## config.mk

```make
export PLATFORM = sky130hd
export DESIGN_NAME = kbd_decoder
export DESIGN_NICKNAME = d
export VERILOG_FILES = /design/src/rtl/kbd_pkg.sv /design/src/rtl/kbd_ascii_rom.sv /design/src/rtl/kbd_decoder.sv
export SDC_FILE = /design/constraint.sdc
export NUM_CORES = 1
export LEC_CHECK = 0
export ABC_AREA = 0
export CAP_MARGIN = 40
export CORE_ASPECT_RATIO = 0.8
export CORE_MARGIN = 4
export CORE_UTILIZATION = 53
export CTS_CLUSTER_DIAMETER = 120
export CTS_CLUSTER_SIZE = 10
export DETAILED_ROUTE_END_ITERATION = 7
export PLACE_DENSITY_LB_ADDON = 0.15
export SLEW_MARGIN = 20
export SYNTH_ARGS = -nofsm -noshare
export SYNTH_HDL_FRONTEND = slang
export SYNTH_SLANG_ARGS = --single-unit
```

## constraint.sdc

```tcl
create_clock -name clk -period 2.74 [get_ports clk]
set_input_delay 0.274 -clock clk [delete_from_list [all_inputs] [get_ports clk]]
set_output_delay 0.274 -clock clk [all_outputs]
set_load 0.02 [all_outputs]
```

## src/rtl/kbd_pkg.sv

```systemverilog
// Shared constants and state type for the PS/2 scan-code decoder.
// Contents: prefix/ignore byte constants, the prefix FSM state enum and a
// helper that flags bytes the decoder drops silently in S_IDLE.
package kbd_pkg;

  localparam logic [7:0] KBD_BREAK  = 8'hF0;
  localparam logic [7:0] KBD_EXT    = 8'hE0;
  localparam logic [7:0] KBD_BAT_OK = 8'hAA;
  localparam logic [7:0] KBD_ECHO   = 8'hEE;
  localparam logic [7:0] KBD_ACK    = 8'hFA;
  localparam logic [7:0] KBD_PAUSE  = 8'hE1;

  typedef enum logic [1:0] {
    S_IDLE      = 2'd0,
    S_BREAK     = 2'd1,
    S_EXT       = 2'd2,
    S_EXT_BREAK = 2'd3
  } kbd_state_e;

  function automatic logic kbd_is_ignored(input logic [7:0] b);
    return (b == KBD_BAT_OK) || (b == KBD_ECHO) ||
           (b == KBD_ACK)    || (b == KBD_PAUSE);
  endfunction

endpackage

```

## src/rtl/kbd_ascii_rom.sv

```systemverilog
// Scan-code set 2 to ASCII lookup (combinational).
// Ports: code  - 8-bit make code
//        ascii - ASCII value, 0 when the code has no mapping
module kbd_ascii_rom (
  input  logic [7:0] code,
  output logic [7:0] ascii
);

  always_comb begin
    ascii = 8'h00;
    case (code)
      8'h1C: ascii = 8'h61;  8'h32: ascii = 8'h62;  8'h21: ascii = 8'h63;
      8'h23: ascii = 8'h64;  8'h24: ascii = 8'h65;  8'h2B: ascii = 8'h66;
      8'h34: ascii = 8'h67;  8'h33: ascii = 8'h68;  8'h43: ascii = 8'h69;
      8'h3B: ascii = 8'h6A;  8'h42: ascii = 8'h6B;  8'h4B: ascii = 8'h6C;
      8'h3A: ascii = 8'h6D;  8'h31: ascii = 8'h6E;  8'h44: ascii = 8'h6F;
      8'h4D: ascii = 8'h70;  8'h15: ascii = 8'h71;  8'h2D: ascii = 8'h72;
      8'h1B: ascii = 8'h73;  8'h2C: ascii = 8'h74;  8'h3C: ascii = 8'h75;
      8'h2A: ascii = 8'h76;  8'h1D: ascii = 8'h77;  8'h22: ascii = 8'h78;
      8'h35: ascii = 8'h79;  8'h1A: ascii = 8'h7A;
      8'h45: ascii = 8'h30;  8'h16: ascii = 8'h31;  8'h1E: ascii = 8'h32;
      8'h26: ascii = 8'h33;  8'h25: ascii = 8'h34;  8'h2E: ascii = 8'h35;
      8'h36: ascii = 8'h36;  8'h3D: ascii = 8'h37;  8'h3E: ascii = 8'h38;
      8'h46: ascii = 8'h39;
      8'h29: ascii = 8'h20;  8'h5A: ascii = 8'h0D;  8'h66: ascii = 8'h08;
      8'h0D: ascii = 8'h09;  8'h76: ascii = 8'h1B;
      default: ascii = 8'h00;
    endcase
  end

endmodule

```

## src/rtl/kbd_decoder.sv

```systemverilog
// PS/2 keyboard scan-code decoder: pops bytes from the receiver FIFO,
// tracks F0/E0 prefixes and reports make/break events.
// Build option: KBD_REPEAT_FILTER_EN - drop typematic repeats of the held key.
// Ports: clk, resetn (async active-low)
//        ps2_data_in/ps2_ready/ps2_overflow - FIFO head, non-empty, overflow
//        nextdata_n   - active-low one-cycle pop strobe
//        key_code/key_ext/key_pressed/key_ascii/key_count - last make state
//        event_valid/event_break - one-cycle event pulse and its type
//        ovf_flag     - sticky FIFO overflow
//
// state       | meaning
// S_IDLE      | no prefix pending
// S_BREAK     | F0 seen, next byte is a release
// S_EXT       | E0 seen, next byte is an extended code
// S_EXT_BREAK | E0 F0 seen, next byte is an extended release
import kbd_pkg::*;

module kbd_decoder #(
  parameter int CNT_W = 8
) (
  input  logic             clk,
  input  logic             resetn,
  input  logic [7:0]       ps2_data_in,
  input  logic             ps2_ready,
  input  logic             ps2_overflow,
  output logic             nextdata_n,
  output logic [7:0]       key_code,
  output logic             key_ext,
  output logic             key_pressed,
  output logic [7:0]       key_ascii,
  output logic [CNT_W-1:0] key_count,
  output logic             event_valid,
  output logic             event_break,
  output logic             ovf_flag
);

  kbd_state_e       r_state, w_state_nxt;
  logic             r_pop;
  logic [7:0]       r_byte;
  logic [7:0]       r_key_code;
  logic             r_key_ext;
  logic             r_pressed;
  logic [CNT_W-1:0] r_count;
  logic             r_ev_valid;
  logic             r_ev_break;
  logic             r_ovf;

  logic       w_make;
  logic       w_break;
  logic       w_ext;
  logic       w_match;
  logic       w_suppress;
  logic       w_make_ok;
  logic [7:0] w_rom_ascii;

  // The latched byte is consumed at the edge that ends the pop cycle, so
  // r_pop doubles as "byte valid for the FSM" and blocks ready sampling.
  always_ff @(posedge clk or negedge resetn) begin
    if (!resetn) begin
      r_pop  <= 1'b0;
      r_byte <= 8'h00;
    end else if (!r_pop && ps2_ready) begin
      r_pop  <= 1'b1;
      r_byte <= ps2_data_in;
    end else begin
      r_pop  <= 1'b0;
    end
  end

  always_ff @(posedge clk or negedge resetn) begin
    if (!resetn) r_state <= S_IDLE;
    else         r_state <= w_state_nxt;
  end

  always_comb begin
    w_state_nxt = r_state;
    w_make      = 1'b0;
    w_break     = 1'b0;
    if (r_pop) begin
      case (r_state)
        S_IDLE: begin
          if (r_byte == KBD_BREAK)          w_state_nxt = S_BREAK;
          else if (r_byte == KBD_EXT)       w_state_nxt = S_EXT;
          else if (!kbd_is_ignored(r_byte)) w_make = 1'b1;
        end
        S_EXT: begin
          if (r_byte == KBD_BREAK) begin
            w_state_nxt = S_EXT_BREAK;
          end else begin
            w_make      = 1'b1;
            w_state_nxt = S_IDLE;
          end
        end
        default: begin
          // A second prefix inside a break sequence is malformed: drop it.
          w_state_nxt = S_IDLE;
          w_break     = (r_byte != KBD_BREAK) && (r_byte != KBD_EXT);
        end
      endcase
    end
  end

  assign w_ext   = (r_state == S_EXT) || (r_state == S_EXT_BREAK);
  assign w_match = (r_byte == r_key_code) && (w_ext == r_key_ext);

`ifdef KBD_REPEAT_FILTER_EN
  assign w_suppress = r_pressed && w_match;
`else
  assign w_suppress = 1'b0;
`endif

  assign w_make_ok = w_make && !w_suppress;

  always_ff @(posedge clk or negedge resetn) begin
    if (!resetn) begin
      r_key_code <= 8'h00;
      r_key_ext  <= 1'b0;
      r_pressed  <= 1'b0;
      r_count    <= '0;
      r_ev_valid <= 1'b0;
      r_ev_break <= 1'b0;
      r_ovf      <= 1'b0;
    end else begin
      r_ev_valid <= w_make_ok || w_break;
      r_ev_break <= w_break;
      if (ps2_overflow) r_ovf <= 1'b1;
      if (w_make_ok) begin
        r_key_code <= r_byte;
        r_key_ext  <= w_ext;
        r_pressed  <= 1'b1;
        r_count    <= r_count + 1'b1;
      end else if (w_break && w_match) begin
        r_pressed  <= 1'b0;
      end
    end
  end

  kbd_ascii_rom u_rom (
    .code  (r_key_code),
    .ascii (w_rom_ascii)
  );

  assign nextdata_n  = ~r_pop;
  assign key_code    = r_key_code;
  assign key_ext     = r_key_ext;
  assign key_pressed = r_pressed;
  assign key_ascii   = r_key_ext ? 8'h00 : w_rom_ascii;
  assign key_count   = r_count;
  assign event_valid = r_ev_valid;
  assign event_break = r_ev_break;
  assign ovf_flag    = r_ovf;

endmodule

```

==> summary.md <==
| Metric | Value |
|---|---|
| Clk pwr share | 14.8% |
| Crit path from | key_code[1] |
| Die Area | 5500 sq um |
| Ant. Diodes | 0 |
| Combinational power share | 55.8% |
| Worst slew pin tran | 0.753 ns |
| Switching Share | 42.4% |
| Highest Signal Layer | met4 |
| TritonCTS clock tree | yes |
| Net Count, Synth | 274 |
| RSZ-0062 raised after global routing | no |
| Outcome | finished clean |
| GR Overflow Total | 0 |
| Clock Skew | 0.00220 ns |
| Crit path kind | reg -> out |
| Metal2 WL | 2750 um |
| 1st-iter DRT viols | 210 |
| Mapped Area | about 2300 sq um |
| Number of synthesized register bits | 32 |
| CTS buffer count | 5 |
| Filler cells | 331 |
| Clock Path Buffers | 2 |
| Fin crit share | 95.4% |
| Synth Instances | 254 |
| Setup total negative slack | 0 ns |
| Worst skew pair latency | 0.28 ns |
| PortBufs | 40 |
| Total Routing Usage GR | 25.2% |
| Setup slack after layout | 0.127 ns |
| PD cells | 819 nW/um^2 |
| Seq pwr share | 29.3% |
| H-tree levels | 2 |
| # rows | 21 |
| Total power draw | 0.00249 W |
| Final Max Tran Viols | 0 |
| Ratio of cells with drive above 1 in the final layout | 20.4% |
| Synth area leaders | dfrtp_1 (35%), xor2_1 (4.9%), mux2_4 (4.5%) |
| Clock sinks | 32 |
| Worst-path clk slew | roughly 0.06 ns |
| Ys flop type | dfrtp_1 |
| IO Count | 42 |
| Crit start category | flip-flop |
| Most common cell after layout, fill and taps aside | clkdlybuf4s50_1 |
| Async S/R FF share, synth | 100% |
| Finish-stage setup viols | 0 |
| Chip height | 67.1 um |
| Sequential-to-total area share from yosys stat | about a third |
| Internal | about 0.0014 W |
| Synthesis-to-finish area growth | 31.1% |
| Element type at the critical path end | output pin |
| WP data arrival | around 2.3 ns |
| Syn Area/Cell | a little over 9 sq um |
| Clk Tree Root Cell | clkbuf_8 |
| Yosys top cell by area | dfrtp_1 |
| WL final | 6430 um |
| Maximum vdd ir drop | 0.403 mV |
| Core ar. | 4200 sq um |
| Die X-Extent | 81.9 um |
| Routability cong. | 1.04 |
| Initial antenna violation count | 0 |
| M1 WL | 2970 um |
| Final nets | 333 |
| Required time worst endpoint | 2.47 ns |
| Number of detailed-route iterations in the first pass | 4 |
| Place WS | 0.0486 ns |
| Final Hold Fails | 0 |
| First-pass GRT wire length | slightly above 10,000 um |
| Metal3 WL | between 600 and 700 um |
| FF-to-FF Start | r_byte[6] |
| Number of flops mapped to enable cells by yosys | 0 |
| Netlist cell types | 56 |
| Ys Warns | 0 |
| Area share of the largest cell type after synthesis | between 30% and 40% |
| Hold WC Path Type | in -> async |
| Max-slew headroom | 49.7% |
| Worst hold slack | 0.389 ns |
| Max cap viols | 0 |
| Vias in the first global route | 2,058 |
| Fmax | 383 MHz |
| Min Clock Period, post-route | 2.61 ns |
| Largest net degree at the start of global routing | 33 |
| Vias per Instance | 5.96 |
| Post-route DRC violation count | 0 |
| Initial Utilization | a little under three fifths |
| Worst R2R Setup Slack | 0.67 ns |
| Final antenna-violating net count | 0 |
| Leak pwr | about 1.3 nW |
| Via count | 2,212 |
| Post-DP HPWL | 4780 um |
| Max FO, Critical Path | 9 |
| Most frequent cells in the layout | clkdlybuf4s50_1 (33), dfrtp_1 (30), buf_4 (27), nand2_1 (20), o21ai_0 (16) |
| Net switching power | 0.00105 W |
| Drt wl/cell | 17.3 um |
[cell families (layout without fill, tap and decap cells)]
logic type,Yosys count,in the layout,share of synthesized area (%)
multiplexers,17,17,9.29
AND/OR/NAND/NOR,77,77,17.9
other,1,1,0.162
adder cells (fa/ha/maj),8,8,4.32
buffers and inverters,27,87,4.65
AO/OA/AOI/OAI,75,75,22.6
flip-flops,32,32,34.6
XOR/XNOR,17,17,6.43
[registers in the layout (all words and copies together) (netlist names)]
name,cells
key_count,8
event_break,1
key_code,8
event_valid,1
r_byte,8
r_state,2
r_pop,1
key_pressed,1
key_ext,1
ovf_flag,1
[cell usage after synthesis (2+ instances only)]
library cell	count
a311o_1	2
nor2b_1	6
a311oi_1	2
nor4_1	2
o31ai_1	2
a21o_1	3
mux2i_1	2
mux2_4	7
nor2_1	11
a211oi_1	4
a31oi_1	7
a22oi_1	2
nand2_1	20
mux2_2	8
nand3b_1	3
dfrtp_1	32
nor3_1	3
or2_2	2
and2_1	3
inv_1	11
clkbuf_1	10
o211a_1	2
xor2_1	13
nand2b_1	5
a21boi_0	2
a2111oi_0	3
o21ai_0	17
xnor2_1	4
a211o_1	2
o21a_1	3
ha_1	8
buf_2	2
nand3_1	11
buf_1	3
a21oi_1	13
nand4_1	2
and3_1	3
[power groups by stage]
stage	clock network (W)	registers (W)	logic, W
2_1_floorplan	0	0.000765	0.000757
3_3_place_gp	0	0.000726	0.00137
3_5_place_dp	0	0.000733	0.00138
4_1_cts	0.000378	0.000727	0.00136
5_1_grt	0.000402	0.000752	0.00150
6_report	0.000369	0.000729	0.00139
[stage by stage]
step | cells | util (%) | instance area (sq um)
after floorplan | 254 | - | 2320
after global placement | 362 | 70.0 | 2940
after detailed placement | 362 | 70.0 | 2940
after CTS | 370 | 72.0 | 3030
after global routing | 371 | 72.2 | 3040
final | 371 | 72.2 | 3040
[cell type report]
type                    instances  area (sq um)  area share [%]
multi-input cells             195          1420            46.8
flip-flops and latches         32           803            26.5
repair buffers                 68           611            20.1
clock buffers                   8          90.1            2.97
well taps                      57          71.3            2.35
inverters                      11          41.3            1.36
[per-layer routing]
metal | global-route usage (%) | vias to the layer above
li1 | - | 1042
met1 | 37.5 | 1060
met2 | 34.5 | 104
met3 | 7.30 | 6
met4 | 8.09 | 0
met5 | 0 | -
[worst max-delay path: stages, from the launching register on]
cell,delay (ns)
dfrtp_2,0.45
buf_4,0.18
ha_1,0.21
nand3_1,0.08
o31ai_1,0.08
a2111oi_1,0.40
a211oi_1,0.11
nor4_2,0.22
clkdlybuf4s15_1,0.33
[final timing paths]
check,to,cells past startpoint
worst min-delay path,key_count[4],2
worst min register to register,key_count[7],1
worst max register to register,key_code[2],5
min in group clk,key_count[7],1
worst max-delay path,key_ascii[4],8
max in group asynchronous,key_code[0],2
[what timing repair did]
item	CTS	global route
pin swaps	0	1
resized for setup	8	13
setup buffers	0	1
gates cloned	0	0
hold buffers	0	0
setup endpoints to repair	7	7
No activity file was read; power rests on OpenSTA's default activity.
